--- src/rtl/rmst_pkg.sv ---
// Shared types and constants for the input-feature-map read master controller.
package rmst_pkg;

  typedef enum logic [2:0] {
    StIdle   = 3'b000,
    StConfig = 3'b001,
    StWait   = 3'b010,
    StTrans  = 3'b011,
    StDone   = 3'b111
  } state_e;

  localparam int unsigned ByteShift = 2;

  // Valid extent of a tile along one axis; zero when the origin lies past the edge.
  function automatic int unsigned clip_len(input int unsigned base, input int unsigned lim,
                                           input int unsigned tile);
    if (base >= lim) return 0;
    return ((lim - base) < tile) ? (lim - base) : tile;
  endfunction

endpackage

--- src/rtl/in_fm_ld_counter.sv ---
// 2-D nested counter: cnt0 is the inner index, cnt1 the outer; done pulses on the final increment.
module in_fm_ld_counter #(
  parameter int unsigned CW = 16
) (
  input  logic          clk,
  input  logic          rst,
  input  logic [CW-1:0] n0_max,
  input  logic [CW-1:0] n1_max,
  input  logic          ena,
  input  logic          syn_rst,
  output logic [CW-1:0] cnt0,
  output logic [CW-1:0] cnt1,
  output logic          done
);

  logic [CW-1:0] cnt0_q, cnt1_q;
  logic          wrap0;

  assign wrap0 = (cnt0_q == n0_max);
  assign done  = ena && wrap0 && (cnt1_q == n1_max);
  assign cnt0  = cnt0_q;
  assign cnt1  = cnt1_q;

  always_ff @(posedge clk or posedge rst) begin
    if (rst) begin
      cnt0_q <= '0;
      cnt1_q <= '0;
    end else if (syn_rst) begin
      cnt0_q <= '0;
      cnt1_q <= '0;
    end else if (ena) begin
      if (wrap0) begin
        cnt0_q <= '0;
        cnt1_q <= (cnt1_q == n1_max) ? '0 : cnt1_q + CW'(1);
      end else begin
        cnt0_q <= cnt0_q + CW'(1);
      end
    end
  end

endmodule

--- src/rtl/rmst_in_fm_ctrl.sv ---
// Input-feature-map tile load controller: one Avalon read burst per (channel, row) of a tile.
// Optional RMST_COL_CLIP_EN clips the burst length at the right edge of the feature map.
module rmst_in_fm_ctrl
  import rmst_pkg::*;
#(
  parameter int unsigned CW         = 16,
  parameter int unsigned XAW        = 32,
  parameter int unsigned N          = 32,
  parameter int unsigned R          = 64,
  parameter int unsigned C          = 32,
  parameter int unsigned Tn         = 16,
  parameter int unsigned Tr         = 64,
  parameter int unsigned Tc         = 16,
  parameter int unsigned IN_FM_BASE = 0
) (
  input  logic           clk,
  input  logic           rst,
  input  logic           load_start,
  output logic           load_done,
  input  logic [CW-1:0]  tile_base_n,
  input  logic [CW-1:0]  tile_base_row,
  input  logic [CW-1:0]  tile_base_col,
  output logic [XAW-1:0] param_raddr,
  output logic [CW-1:0]  param_iolen,
  output logic           load_trans_start,
  input  logic           load_trans_done,
  input  logic           load_fifo_almost_full
);

  state_e        state_q, state_d;
  logic          last_q, last_d;
  logic [CW-1:0] base_n_q, base_row_q, base_col_q;
  logic [CW-1:0] vn_q, vr_q, vc_q;
  logic [CW-1:0] vn_new, vr_new, vc_new;
  logic          zero_new, accept, cnt_ena, cnt_done;
  logic [CW-1:0] tn, tr;
  logic          trans_start_d, done_d;
  logic [XAW-1:0] word_addr;

  assign vn_new = CW'(clip_len(32'(tile_base_n), N, Tn));
  assign vr_new = CW'(clip_len(32'(tile_base_row), R, Tr));
`ifdef RMST_COL_CLIP_EN
  assign vc_new = CW'(clip_len(32'(tile_base_col), C, Tc));
`else
  assign vc_new = CW'(Tc);
`endif
  assign zero_new = (vn_new == '0) || (vr_new == '0) || (vc_new == '0);
  assign accept   = (state_q == StIdle) && load_start;

  in_fm_ld_counter #(
    .CW(CW)
  ) u_counter (
    .clk    (clk),
    .rst    (rst),
    .n0_max (vr_q - CW'(1)),
    .n1_max (vn_q - CW'(1)),
    .ena    (cnt_ena),
    .syn_rst(accept),
    .cnt0   (tr),
    .cnt1   (tn),
    .done   (cnt_done)
  );

  // Word address wraps modulo 2^XAW by construction.
  assign word_addr = XAW'(IN_FM_BASE)
                   + (XAW'(base_n_q) + XAW'(tn)) * XAW'(R * C)
                   + (XAW'(base_row_q) + XAW'(tr)) * XAW'(C)
                   + XAW'(base_col_q);

  always_comb begin
    state_d = state_q;
    last_d  = last_q;
    cnt_ena = 1'b0;
    unique case (state_q)
      StIdle: begin
        if (load_start) begin
          last_d = zero_new;
          if (zero_new)                   state_d = StDone;
          else if (load_fifo_almost_full) state_d = StWait;
          else                            state_d = StConfig;
        end
      end
      StWait: begin
        if (!load_fifo_almost_full) state_d = StConfig;
      end
      StConfig: begin
        cnt_ena = 1'b1;
        if (cnt_done) last_d = 1'b1;
        state_d = StTrans;
      end
      StTrans: begin
        if (load_trans_done) state_d = StDone;
      end
      StDone: begin
        if (last_q) begin
          last_d  = 1'b0;
          state_d = StIdle;
        end else if (load_fifo_almost_full) begin
          state_d = StWait;
        end else begin
          state_d = StConfig;
        end
      end
      default: state_d = StIdle;
    endcase
  end

  assign trans_start_d = (state_q == StConfig);
  assign done_d        = (state_q == StDone) && last_q;

  always_ff @(posedge clk or posedge rst) begin
    if (rst) begin
      state_q <= StIdle;
      last_q  <= 1'b0;
    end else begin
      state_q <= state_d;
      last_q  <= last_d;
    end
  end

  always_ff @(posedge clk or posedge rst) begin
    if (rst) begin
      base_n_q         <= '0;
      base_row_q       <= '0;
      base_col_q       <= '0;
      vn_q             <= '0;
      vr_q             <= '0;
      vc_q             <= '0;
      param_raddr      <= XAW'(IN_FM_BASE) << ByteShift;
      param_iolen      <= '0;
      load_trans_start <= 1'b0;
      load_done        <= 1'b0;
    end else begin
      load_trans_start <= trans_start_d;
      load_done        <= done_d;
      if (accept) begin
        base_n_q   <= tile_base_n;
        base_row_q <= tile_base_row;
        base_col_q <= tile_base_col;
        vn_q       <= vn_new;
        vr_q       <= vr_new;
        vc_q       <= vc_new;
      end else if (done_d) begin
        vn_q <= '0;
        vr_q <= '0;
        vc_q <= '0;
      end
      if (state_q == StConfig) begin
        param_raddr <= word_addr << ByteShift;
        param_iolen <= vc_q;
      end
    end
  end

endmodule

--- config.mk ---
export PLATFORM = sky130hd
export DESIGN_NAME = rmst_in_fm_ctrl
export DESIGN_NICKNAME = d
export VERILOG_FILES = /design/src/rtl/rmst_pkg.sv /design/src/rtl/in_fm_ld_counter.sv /design/src/rtl/rmst_in_fm_ctrl.sv
export SDC_FILE = /design/constraint.sdc
export NUM_CORES = 1
export LEC_CHECK = 0
export ABC_AREA = 0
export CAP_MARGIN = 20
export CORE_MARGIN = 2
export CORE_UTILIZATION = 30
export CTS_BUF_LIST = sky130_fd_sc_hd__clkbuf_8
export DETAILED_ROUTE_END_ITERATION = 8
export GPL_TIMING_DRIVEN = 0
export HOLD_SLACK_MARGIN = 0.02
export PLACE_DENSITY_LB_ADDON = 0.3
export SLEW_MARGIN = 20
export SYNTH_ARGS = -nofsm -noshare
export SYNTH_HDL_FRONTEND = slang
export SYNTH_HIERARCHICAL = 1
export SYNTH_SLANG_ARGS = --single-unit
--- constraint.sdc ---
create_clock -name clk -period 7.3 [get_ports clk]
set_clock_uncertainty 0.15 [all_clocks]
set_input_delay 1.825 -clock clk [delete_from_list [all_inputs] [get_ports clk]]
set_output_delay 1.825 -clock clk [all_outputs]
set_load 0.01 [all_outputs]
==> flow_summary.yaml <==
timing:
  max_slew.worst_pin.slew_ns: 0.905
  maxClockFrequency_mhz: 186
  post-route-period-util_pct: 73.5
  timing.final.max_slew_violations: 0
  setup-violations-final: 0
  report.final.hold_viol_count: 0
  slew-limit-headroom_pct: 39.7
  rsz_0062_raised_after_global_routing: "false"
  period_needed_ns: 5.36
  tns_ns: 0
synthesis:
  synthAdderAreaFrac_pct: 10.1
  netlist_instances: 1034
  yosysSeqAreaShare_pct: 37.8
  synth-seq-cells: 149
  synth-edff-count: 0
  synthesis.area_sq_um: 9860
  synthXorXnorAreaFrac_pct: 11.2
  ys_async_sr_fraction_pct: 100
  synth_compound_gate_area_share_pct: 14.0
  synthSimpleGateAreaFrac_pct: 16.9
  muxShareOfSynthArea_pct: 5.34
  yosys_warnings: 6
  synth-main-ff-cell: "dfrtp_1"
  synth_cell_types: 77
  avgSynthCellArea_sq_um: 9.53
  synth_top_family_by_area: "simple AND/OR/NAND/NOR gates"
floorplan:
  die_height_um: 185
  design.portCount: 103
  start_util_pct: 30.4
  coreArea_sq_um: 32500
  die_w_um: 185
  fp-row-count: 66
  die_area_sq_um: 34300
final_layout:
  area_growth_pct: 19.0
  layout.nets: 1281
  layout-drive-gt1-share_pct: 11.0
  layout.filler_cells: 3337
  non_filler_cells_final: 1609
grt:
  pin_count_of_the_biggest_net_entering_global_routing: 67
  globalRoute.busiestLayer: "met2"
  grt_usage_pct: 14.9
  grt_use_met2_pct: 23.8
  globalRouteMet1Util_pct: 19.5
  met3_usage_pct: 3.34
  grt_pass1_wl_um: 39800
  grt_pass1_vias: 7538
  grt_overflow_total: 0
  grt_antenna_before_repair: 0
worst_setup_path:
  timing.critical_path.from_type: "primary input"
  cp.required_ns: 7.51
  timing.reg2reg.setup_slack_ns: 2.16
  end_kind: "flip-flop"
  crit_arrival_ns: 5.58
  crit_path_max_fanout: 16
  worst_r2r_endpoint: "param_raddr[26]"
  timing_startpoint_of_the_critical_path: "load_start"
  crit_type: "in -> reg"
  worst_r2r_path_depth: 20
  critical_path.reg2reg.startpoint: "u_counter/cnt0[0]"
  end_point_of_the_critical_path: "u_counter/cnt0[15]"
place:
  dp_hpwl_um: 19100
  globalplace.congestion: 0.810
  io_buffer_count: 82
  place.detailed.instances: 1576
hold_path:
  hp-class: "reg -> reg"
route:
  final_antenna_net_count: 0
  remaining_drc_errors: 0
  detail_route.wl_per_cell_um: 15.0
  detail_route.first_pass.iterations: 5
  finalWirelength_um: 24200
  drc_violation_total_after_the_first_tritonroute_iteration: 450
  detailroute.via_count: 7641
  post_drt_via_cell_ratio: 4.75
cts:
  cts.repair_timing.setup_buffer_count: 0
  cts_hold_repair.buffers: 0
  number_of_gates_resized_after_cts: 0
  path_clk_slew_ns: 0.09
  number_of_h_tree_levels: 4
  clk-insertion-delay-late_ns: 0.48
  cts_buffers: 17
  clockBufferDepth: 2
  cts.sink_count: 149
  tritoncts: "done"
  buffer_cell_driving_the_clock_tree_root: "clkbuf_8"
pwr:
  total_power_uw: 4330
  power.share.sequential_pct: 28.6
  power_leakage_uw: 0.00521
  power.net_switching_uw: 1860
  p_comb_share_pct: 55.8
  p_int_uw: 2480
  power.share.clock_pct: 15.6
  swShare_pct: 42.9
  vdd_ir_drop_max_mv: 0.188
  powerDensity_nw_per_um2: 369
run_status:
  run_status: "complete, no violations"
flow_run:
  drv_cap: 0
[layout make-up]
cell class / instances / area (sq um) / share of cell area (%)
plain buffers: 48 / 268 / 2.28
clock inverters: 15 / 170 / 1.45
repair buffers: 83 / 848 / 7.23
inverters: 49 / 189 / 1.61
well taps: 442 / 553 / 4.71
multi-input cells: 805 / 5740 / 48.9
diodes: 1 / 2.50 / 0.0213
flip-flops and latches: 149 / 3730 / 31.8
clock buffers: 17 / 234 / 1.99
[registers in the layout, indices dropped and copies added, names as in the netlist, 3 cells and up]
register,flops
base_n_q,16
u_counter/cnt0,16
state_q,3
vr_q,16
param_raddr,29
base_row_q,16
base_col_q,16
vn_q,16
u_counter/cnt1,16
[worst min path at each step]
stage | start | slack, ns | end | cells past startpoint
2_1_floorplan | base_col_q[0] | 0.28 | param_raddr[2] | 2
3_3_place_gp | base_col_q[1] | 0.30 | param_raddr[3] | 2
3_5_place_dp | base_col_q[2] | 0.30 | param_raddr[4] | 2
4_1_cts | base_col_q[1] | 0.32 | param_raddr[3] | 2
5_1_grt | base_col_q[1] | 0.34 | param_raddr[3] | 2
6_report | base_col_q[1] | 0.32 | param_raddr[3] | 2
[layout by cell type, fill, tap and decap left out, drive strengths merged, types with 6 or more instances in the layout]
cell	n
inv	55
a211oi	9
nor2b	7
a21o	11
o41ai	7
nand2b	9
clkdlybuf4s50	82
nand2	107
and2	23
o21ai	55
or2	7
o31ai	14
mux2	45
conb	18
nor4	12
xnor2	79
a22o	11
xor2	45
o211ai	7
a21oi	46
fa	8
nand4	13
nand3	27
ha	67
and3	8
nor2	73
nor3	20
buf	30
dfrtp	149
clkbuf	36
nand3b	6
a31oi	13
or4	6
[worst max-delay path: stages]
cell,delay [ns]
clkdlybuf4s50_1,0.57
and3_1,0.19
clkbuf_1,0.41
buf_1,0.55
clkbuf_1,0.75
o2111ai_1,0.33
or2_2,0.41
nor2b_1,0.21
nand3_1,0.12
xor2_1,0.15
nor2_1,0.05
[power by group through the flow]
stage	Combinational (uW)	Clock, uW	Sequential [uW]
after floorplan	1770	0	1240
after global placement	2380	0	1250
after detailed placement	2420	0	1260
after CTS	2440	699	1250
after global routing	2740	731	1280
final	2420	675	1240
[logic make-up (layout without fill, tap and decap cells)]
family | Yosys count | after routing
mux | 47 | 47
other cells | 1 | 19
xor+xnor | 124 | 124
compound gates | 206 | 206
fa+ha+maj | 75 | 75
buf+inv | 97 | 212
simple gates | 335 | 335
flops | 149 | 149
[Yosys cell counts, types with 19 or more instances]
master,instances,area (sq um)
and2_1,23,144
clkbuf_1,19,71.3
ha_1,67,838
xor2_1,44,385
a21oi_1,46,230
nand2_1,106,398
xnor2_1,78,683
inv_1,48,180
mux2_2,45,507
nand3_1,27,135
nor3_1,20,100
o21ai_0,54,270
nor2_1,73,274
dfrtp_1,149,3730
[routing by layer]
layer  vias up  routed length [um]
li1       3850                   -
met1      3599               11500
met2       152               10900
met3        40                1050
met4         0                 684
met5         -                   0
[metrics by stage]
stage	utilization [%]	hold slack (ns)	instance area [sq um]	setup WS, ns
floorplan	-	0.285	9920	2.22
global placement	34.8	0.296	11300	0.228
finish	36.2	0.316	11700	1.94
global route	36.1	0.343	11700	1.69
CTS	36.1	0.321	11700	1.94
detailed placement	34.9	0.298	11300	1.43
Note: power is estimated with default switching activity, not from simulation.
